--- config.mk ---
export PLATFORM = sky130hd
export DESIGN_NAME = note_playback_engine
export DESIGN_NICKNAME = d
export VERILOG_FILES = /design/src/rtl/music_pkg.sv /design/src/rtl/tone_gen.sv /design/src/rtl/note_playback_engine.sv
export SDC_FILE = /design/constraint.sdc
export NUM_CORES = 1
export LEC_CHECK = 0
export ABC_AREA = 1
export CAP_MARGIN = 20
export CORE_MARGIN = 3
export CORE_UTILIZATION = 30
export CTS_CLUSTER_SIZE = 12
export DETAILED_ROUTE_END_ITERATION = 6
export GPL_TIMING_DRIVEN = 0
export PLACE_DENSITY_LB_ADDON = 0.08
export SETUP_SLACK_MARGIN = 0.15
export SLEW_MARGIN = 20
export SYNTH_ARGS = -nofsm -noshare
export SYNTH_HDL_FRONTEND = slang
export SYNTH_SLANG_ARGS = --single-unit
--- constraint.sdc ---
create_clock -name clk -period 3.7 [get_ports clk]
set_input_delay 0.555 -clock clk [delete_from_list [all_inputs] [get_ports clk]]
set_output_delay 0.555 -clock clk [all_outputs]
set_load 0.01 [all_outputs]
--- src/rtl/music_pkg.sv ---
// Shared definitions for the note playback datapath: note codes, the
// half-period lookup for a 50 MHz clock, and the playback state encoding.
package music_pkg;

  localparam logic [3:0] NOTE_REST = 4'd0;
  localparam logic [3:0] NOTE_C4   = 4'd1;
  localparam logic [3:0] NOTE_CS4  = 4'd2;
  localparam logic [3:0] NOTE_D4   = 4'd3;
  localparam logic [3:0] NOTE_DS4  = 4'd4;
  localparam logic [3:0] NOTE_E4   = 4'd5;
  localparam logic [3:0] NOTE_F4   = 4'd6;
  localparam logic [3:0] NOTE_FS4  = 4'd7;
  localparam logic [3:0] NOTE_G4   = 4'd8;
  localparam logic [3:0] NOTE_GS4  = 4'd9;
  localparam logic [3:0] NOTE_A4   = 4'd10;
  localparam logic [3:0] NOTE_AS4  = 4'd11;
  localparam logic [3:0] NOTE_B4   = 4'd12;
  localparam logic [3:0] NOTE_C5   = 4'd13;
  localparam logic [3:0] NOTE_D5   = 4'd14;
  localparam logic [3:0] NOTE_E5   = 4'd15;

  typedef enum logic [1:0] {
    ST_IDLE,
    ST_FETCH,
    ST_PLAY,
    ST_GAP
  } state_t;

  // Half period in clock cycles, CLK_HZ / (2 * f); a rest never enables the tone.
  function automatic logic [16:0] hp_of(input logic [3:0] code);
    case (code)
      NOTE_C4:  hp_of = 17'd95556;
      NOTE_CS4: hp_of = 17'd90193;
      NOTE_D4:  hp_of = 17'd85131;
      NOTE_DS4: hp_of = 17'd80353;
      NOTE_E4:  hp_of = 17'd75843;
      NOTE_F4:  hp_of = 17'd71586;
      NOTE_FS4: hp_of = 17'd67568;
      NOTE_G4:  hp_of = 17'd63776;
      NOTE_GS4: hp_of = 17'd60197;
      NOTE_A4:  hp_of = 17'd56818;
      NOTE_AS4: hp_of = 17'd53629;
      NOTE_B4:  hp_of = 17'd50619;
      NOTE_C5:  hp_of = 17'd47778;
      NOTE_D5:  hp_of = 17'd42566;
      NOTE_E5:  hp_of = 17'd37921;
      default:  hp_of = 17'd1;
    endcase
  endfunction

endpackage

--- src/rtl/tone_gen.sv ---
// Square-wave generator: a load sets the half period and forces the output
// low; while enabled the output toggles every half_period cycles.
module tone_gen #(
  parameter int unsigned W = 17
) (
  input  logic         clk,
  input  logic         reset,
  input  logic         load,
  input  logic         enable,
  input  logic [W-1:0] half_period,
  output logic         tone
);

  logic [W-1:0] cnt;
  logic [W-1:0] reload;

  // NOTE: sequential state uses non-blocking assignments so every register samples pre-edge values.
  always_ff @(posedge clk or posedge reset) begin
    if (reset) begin
      cnt    <= '0;
      reload <= '0;
      tone   <= 1'b0;
    end else if (load) begin
      reload <= half_period - W'(1);
      cnt    <= half_period - W'(1);
      tone   <= 1'b0;
    end else if (enable) begin
      if (cnt == '0) begin
        cnt  <= reload;
        tone <= ~tone;
      end else begin
        cnt <= cnt - W'(1);
      end
    end
  end

endmodule

--- src/rtl/note_playback_engine.sv ---
// Records note codes into a small memory and plays them back as square-wave
// tones, with a silent gap after each note-advance strobe.
module note_playback_engine
  import music_pkg::*;
#(
  parameter int unsigned CLK_HZ     = 50_000_000,
  parameter int unsigned DEPTH      = 16,
  parameter int unsigned GAP_CYCLES = 2_500_000,
  parameter int unsigned HP_W       = 17
) (
  input  logic       clk,
  input  logic       reset,
  input  logic       ld_note,
  input  logic [3:0] note_in,
  input  logic       clear,
  input  logic       ld_play,
  input  logic [3:0] note_counter,
  input  logic       next_note_en,
  output logic       audio_out,
  output logic [3:0] cur_note,
  output logic       note_valid,
  output logic [4:0] rec_count,
  output logic       overflow
);

  localparam int unsigned GAP_W = (GAP_CYCLES > 1) ? $clog2(GAP_CYCLES) : 1;
  localparam logic [4:0]  FULL  = 5'(DEPTH);

  // The half-period table is only meaningful for a 50 MHz clock.
  if (CLK_HZ != 50_000_000) begin : g_hp_table_assumes_50mhz
  end

  state_t           state;
  state_t           state_next;
  logic             ld_note_q;
  logic [3:0]       mem [DEPTH];
  logic [3:0]       rd_data;
  logic             rd_in_range;
  logic             entry_q;
  logic [3:0]       cur_note_q;
  logic             note_valid_q;
  logic [GAP_W-1:0] gap_cnt;
  logic             tone;

  logic       ld_rise;
  logic       full;
  logic       wr_en;
  logic       entry;
  logic       gap_done;
  logic [3:0] entry_note;
  logic       tone_load;
  logic       tone_en;

  assign ld_rise    = ld_note & ~ld_note_q;
  assign full       = (rec_count == FULL);
  assign wr_en      = ld_rise & ~full & ~clear;
  assign entry      = (state == ST_PLAY) && entry_q;
  assign gap_done   = (gap_cnt == GAP_W'(GAP_CYCLES - 1));
  assign entry_note = rd_in_range ? rd_data : NOTE_REST;

  always_ff @(posedge clk or posedge reset) begin
    if (reset) begin
      ld_note_q <= 1'b0;
      rec_count <= '0;
      overflow  <= 1'b0;
    end else begin
      ld_note_q <= ld_note;
      if (clear) begin
        rec_count <= '0;
        overflow  <= 1'b0;
      end else if (ld_rise) begin
        if (full) overflow  <= 1'b1;
        else      rec_count <= rec_count + 5'd1;
      end
    end
  end

  // NOTE: the note memory is deliberately not reset; rec_count alone decides which entries are valid.
  always_ff @(posedge clk) begin
    if (wr_en) mem[rec_count[3:0]] <= note_in;
    if (state == ST_FETCH) rd_data <= mem[note_counter];
  end

  always_ff @(posedge clk or posedge reset) begin
    if (reset) state <= ST_IDLE;
    else       state <= state_next;
  end

  // NOTE: every always_comb output gets a default first so no path infers a latch.
  always_comb begin
    state_next = state;
    unique case (state)
      ST_IDLE:  if (ld_play) state_next = ST_FETCH;
      ST_FETCH: state_next = ST_PLAY;
      ST_PLAY:  if (next_note_en) state_next = ST_GAP;
      ST_GAP: begin
        if (next_note_en)  state_next = ST_GAP;
        else if (gap_done) state_next = ST_FETCH;
      end
    endcase
    if (!ld_play) state_next = ST_IDLE;
  end

  // Range check is frozen with the read so a moving note_counter cannot disturb PLAY entry.
  always_ff @(posedge clk or posedge reset) begin
    if (reset) begin
      entry_q      <= 1'b0;
      rd_in_range  <= 1'b0;
      gap_cnt      <= '0;
      cur_note_q   <= NOTE_REST;
      note_valid_q <= 1'b0;
    end else begin
      entry_q <= (state == ST_FETCH);
      if (state == ST_FETCH) rd_in_range <= ({1'b0, note_counter} < rec_count);
      if (state != ST_GAP || next_note_en) gap_cnt <= '0;
      else                                 gap_cnt <= gap_cnt + GAP_W'(1);
      if (state == ST_IDLE) begin
        cur_note_q   <= NOTE_REST;
        note_valid_q <= 1'b0;
      end else if (entry) begin
        cur_note_q   <= entry_note;
        note_valid_q <= rd_in_range;
      end
    end
  end

  always_comb begin
    audio_out  = 1'b0;
    cur_note   = cur_note_q;
    note_valid = note_valid_q;
    tone_load  = 1'b0;
    tone_en    = 1'b0;
    case (state)
      ST_IDLE: begin
        cur_note   = NOTE_REST;
        note_valid = 1'b0;
      end
      ST_PLAY: begin
        if (entry) begin
          cur_note   = entry_note;
          note_valid = rd_in_range;
          tone_load  = 1'b1;
        end else begin
          tone_en   = (cur_note_q != NOTE_REST);
          audio_out = tone & tone_en;
        end
      end
      default: ;
    endcase
  end

  tone_gen #(.W(HP_W)) u_tone (
    .clk         (clk),
    .reset       (reset),
    .load        (tone_load),
    .enable      (tone_en),
    .half_period (HP_W'(hp_of(entry_note))),
    .tone        (tone)
  );

endmodule

==> out/results.ini <==
[sta]
hold_violations=0
holdWs_ns=0.4464
finalClockSkew_ns=0.01355
worst_slack_ns=0.3797
setup_viol=0
timing.final.crit_share=0.8974
drv_slew=0
fmax_mhz=301.2
tightest_slew_ns=0.8568
maxSlewHeadroom=0.4244
period_needed_ns=3.320
rsz0062_at_grt=false

[synthesis]
synthFlopType=dfrtp_1
synth_fa_ha_area_frac=0.02806
synth_cell_types=46
synth_simple_gate_area_frac=0.2630
syn_inst=876
avgSynthCellArea_um2=8.653
async_reset_ff_frac=0.5177
synth_edf_count=68
synthMuxAreaShare=0.01321
yosysWarnings=0
ys_seq_elements=141
synth_top_family_by_area=simple AND/OR/NAND/NOR gates
ys_seq_area_frac=0.5104
syn_area_um2=7580
synth_compound_area_frac=0.1091
synth_xor_area_frac=0.01618
syn_nets=907

[route]
vias=6000
wl_met2_um=9155
drt-vias-per-instance=4.773
dr.pass1.iters=5
wl_met1_um=10430
remaining_drc_errors=0
drtIter0Drc=357
ant_nets=0
wl_met3_um=689
highest_layer=met4
routed_wl_um=20490
avgRoutedWirePerCell_um=16.30

[global_route]
grt_max_degree=54
antenna_found_initial=0
grt-ovfl-total=0
grt_pass1_wl_um=33230
grt_pass1_vias=5935
grtUsageTotal=0.1584

[floorplanning]
dieArea_um2=27210
initial_core_util=0.3081
num_io_pins=26
die_w_um=165.0
fp.coreArea_um2=24600
die_y_um=165.0
rows=57

[clock_network]
numCtsBuffers=17
clkTransAtPathRegs_ns=0.07
cts_tree=built
insertion_delay_ns=0.42
clockBufferDepth=2
cts_htree_levels=4
root_buffer=clkbuf_16
holdBufCountCts=0
clock_sinks=141

[min_path]
hold_class=in2async

[power_and_ir_drop]
leakage_nw=3.700
peakVddDrop_v=0.0003295
power.density_nw_per_um2=615.8

[placed_design]
gp_congestion=0.8028
portBuffers=24
pre_cts_ws_ns=0.4097
dpl.hpwl_um=14790

[worst_setup_path]
cp-end-kind=output pin
cp_max_fo=10
startpoint=state[1]
cp-start-kind=flop
r2r-start=rd_in_range
crit_type=reg2out
required_ns=3.14
worst_r2r_path_depth=14
cp_data_arrival_time_ns=2.77

[layout]
diodes=0
final_net_count=951
areaGrowthSynthToFinish_pct=16.75
drive_gt1_frac=0.09968

[run_status]
status=complete, no violations

[job]
drv_cap=0

==> kinds of logic (layout without fill, tap and decap cells) <==
| kind of cell | after synthesis | after routing |
|---|---|---|
| adders and majority gates | 17 | 17 |
| buffers and inverters | 108 | 165 |
| DFF | 141 | 141 |
| muxes | 10 | 10 |
| xor gates and xnor gates | 14 | 14 |
| AOI/OAI and AO/OA | 136 | 136 |
| and+or+nand+nor | 450 | 450 |
==> critical path: stages, from the launching register on <==
cell             delay [ns]
dfrtp_1                0.41
inv_1                  0.08
nor2_1                 0.07
inv_1                  0.13
nor2_4                 0.08
inv_2                  0.12
clkbuf_2               0.26
clkbuf_2               0.33
nand2_1                0.11
a21oi_1                0.14
clkdlybuf4s50_1        0.62
==> area by class of cell <==
class / count / area (um2)
Inverter: 83 / 320.3
Buffer: 25 / 141.4
Multi-Input combinational cell: 627 / 3268
Timing Repair Buffer: 25 / 267.8
Clock inverter: 15 / 152.6
Fill cell: 2566 / 15760
Tap cell: 324 / 405.4
Sequential cell: 141 / 3869
Clock buffer: 17 / 425.4
==> cell usage after synthesis, types with 11 or more instances <==
master	number	area [um2]
clkbuf_1	17	63.81
ha_1	17	212.7
dfrtp_1	73	1827
nand3_1	42	210.2
o21ai_0	53	265.3
edfxtp_1	68	2042
a21oi_1	30	150.1
nand2_1	205	769.5
nor2_1	120	450.4
inv_1	77	289.0
nor3_1	21	105.1
nand2_2	11	68.82
==> what timing repair did <==
action / 4_1_cts / 5_1_grt
setup endpoints to repair: 2 / 2
buffers inserted: 0 / 0
gates resized for setup: 2 / 3
==> path summary, 6_finish.rpt <==
check / endpoint / slack, ns
worst max-delay path: note_valid / 0.38
worst min-delay path: u_tone.reload[6] / 0.45
worst max register to register: u_tone.cnt[4] / 0.84
worst min register to register: gap_cnt[0] / 0.47
max in group asynchronous: rd_in_range / 2.68
min in group clk: gap_cnt[0] / 0.47
==> report_power, final <==
part	internal (mW)	switching, mW	leakage (nW)
Combinational	0.587	1.11	1.86
Sequential	1.85	0.173	1.56
Clock	0.953	0.776	0.279
Total	3.39	2.06	3.70
==> flip-flops by register name, indices dropped and copies added (netlist names), 2 cells and up <==
signal and cells:
u_tone.cnt 17, rec_count 5, u_tone.reload 17, state 2, rd_data 4, mem 64
cur_note_q 4, gap_cnt 22
==> metrics by stage <==
stage / TNS (ns) / power (mW) / cells / util / cell area, um2
after floorplan: 0 / 3.306 / 876 / - / 7580
after global placement: -17.69 / 3.754 / 1224 / 0.3343 / 8225
after detailed placement: 0 / 3.755 / 1225 / 0.3358 / 8263
after CTS: 0 / 5.511 / 1257 / 0.3594 / 8843
after global routing: 0 / 5.859 / 1257 / 0.3597 / 8850
final: 0 / 5.450 / 1257 / 0.3597 / 8850
==> cell usage in the layout (no fill, tap or decap), types with 21 or more instances in the layout <==
cell             Yosys  final
clkdlybuf4s50_1      0     24
nand3_1             42     42
edfxtp_1            68     68
dfrtp_1             73     73
a21oi_1             30     30
nand2_1            205    205
inv_1               77     76
nor2_1             120    120
nor3_1              21     21
o21ai_0             53     53
==> per-layer routing <==
metal | vias to the layer above | global-route usage
li1 | 3052 | -
met1 | 2861 | 0.2298
met2 | 75 | 0.2423
met3 | 12 | 0.03185
met4 | 0 | 0.03889
met5 | - | 0
(Power assumes the default switching activity.)
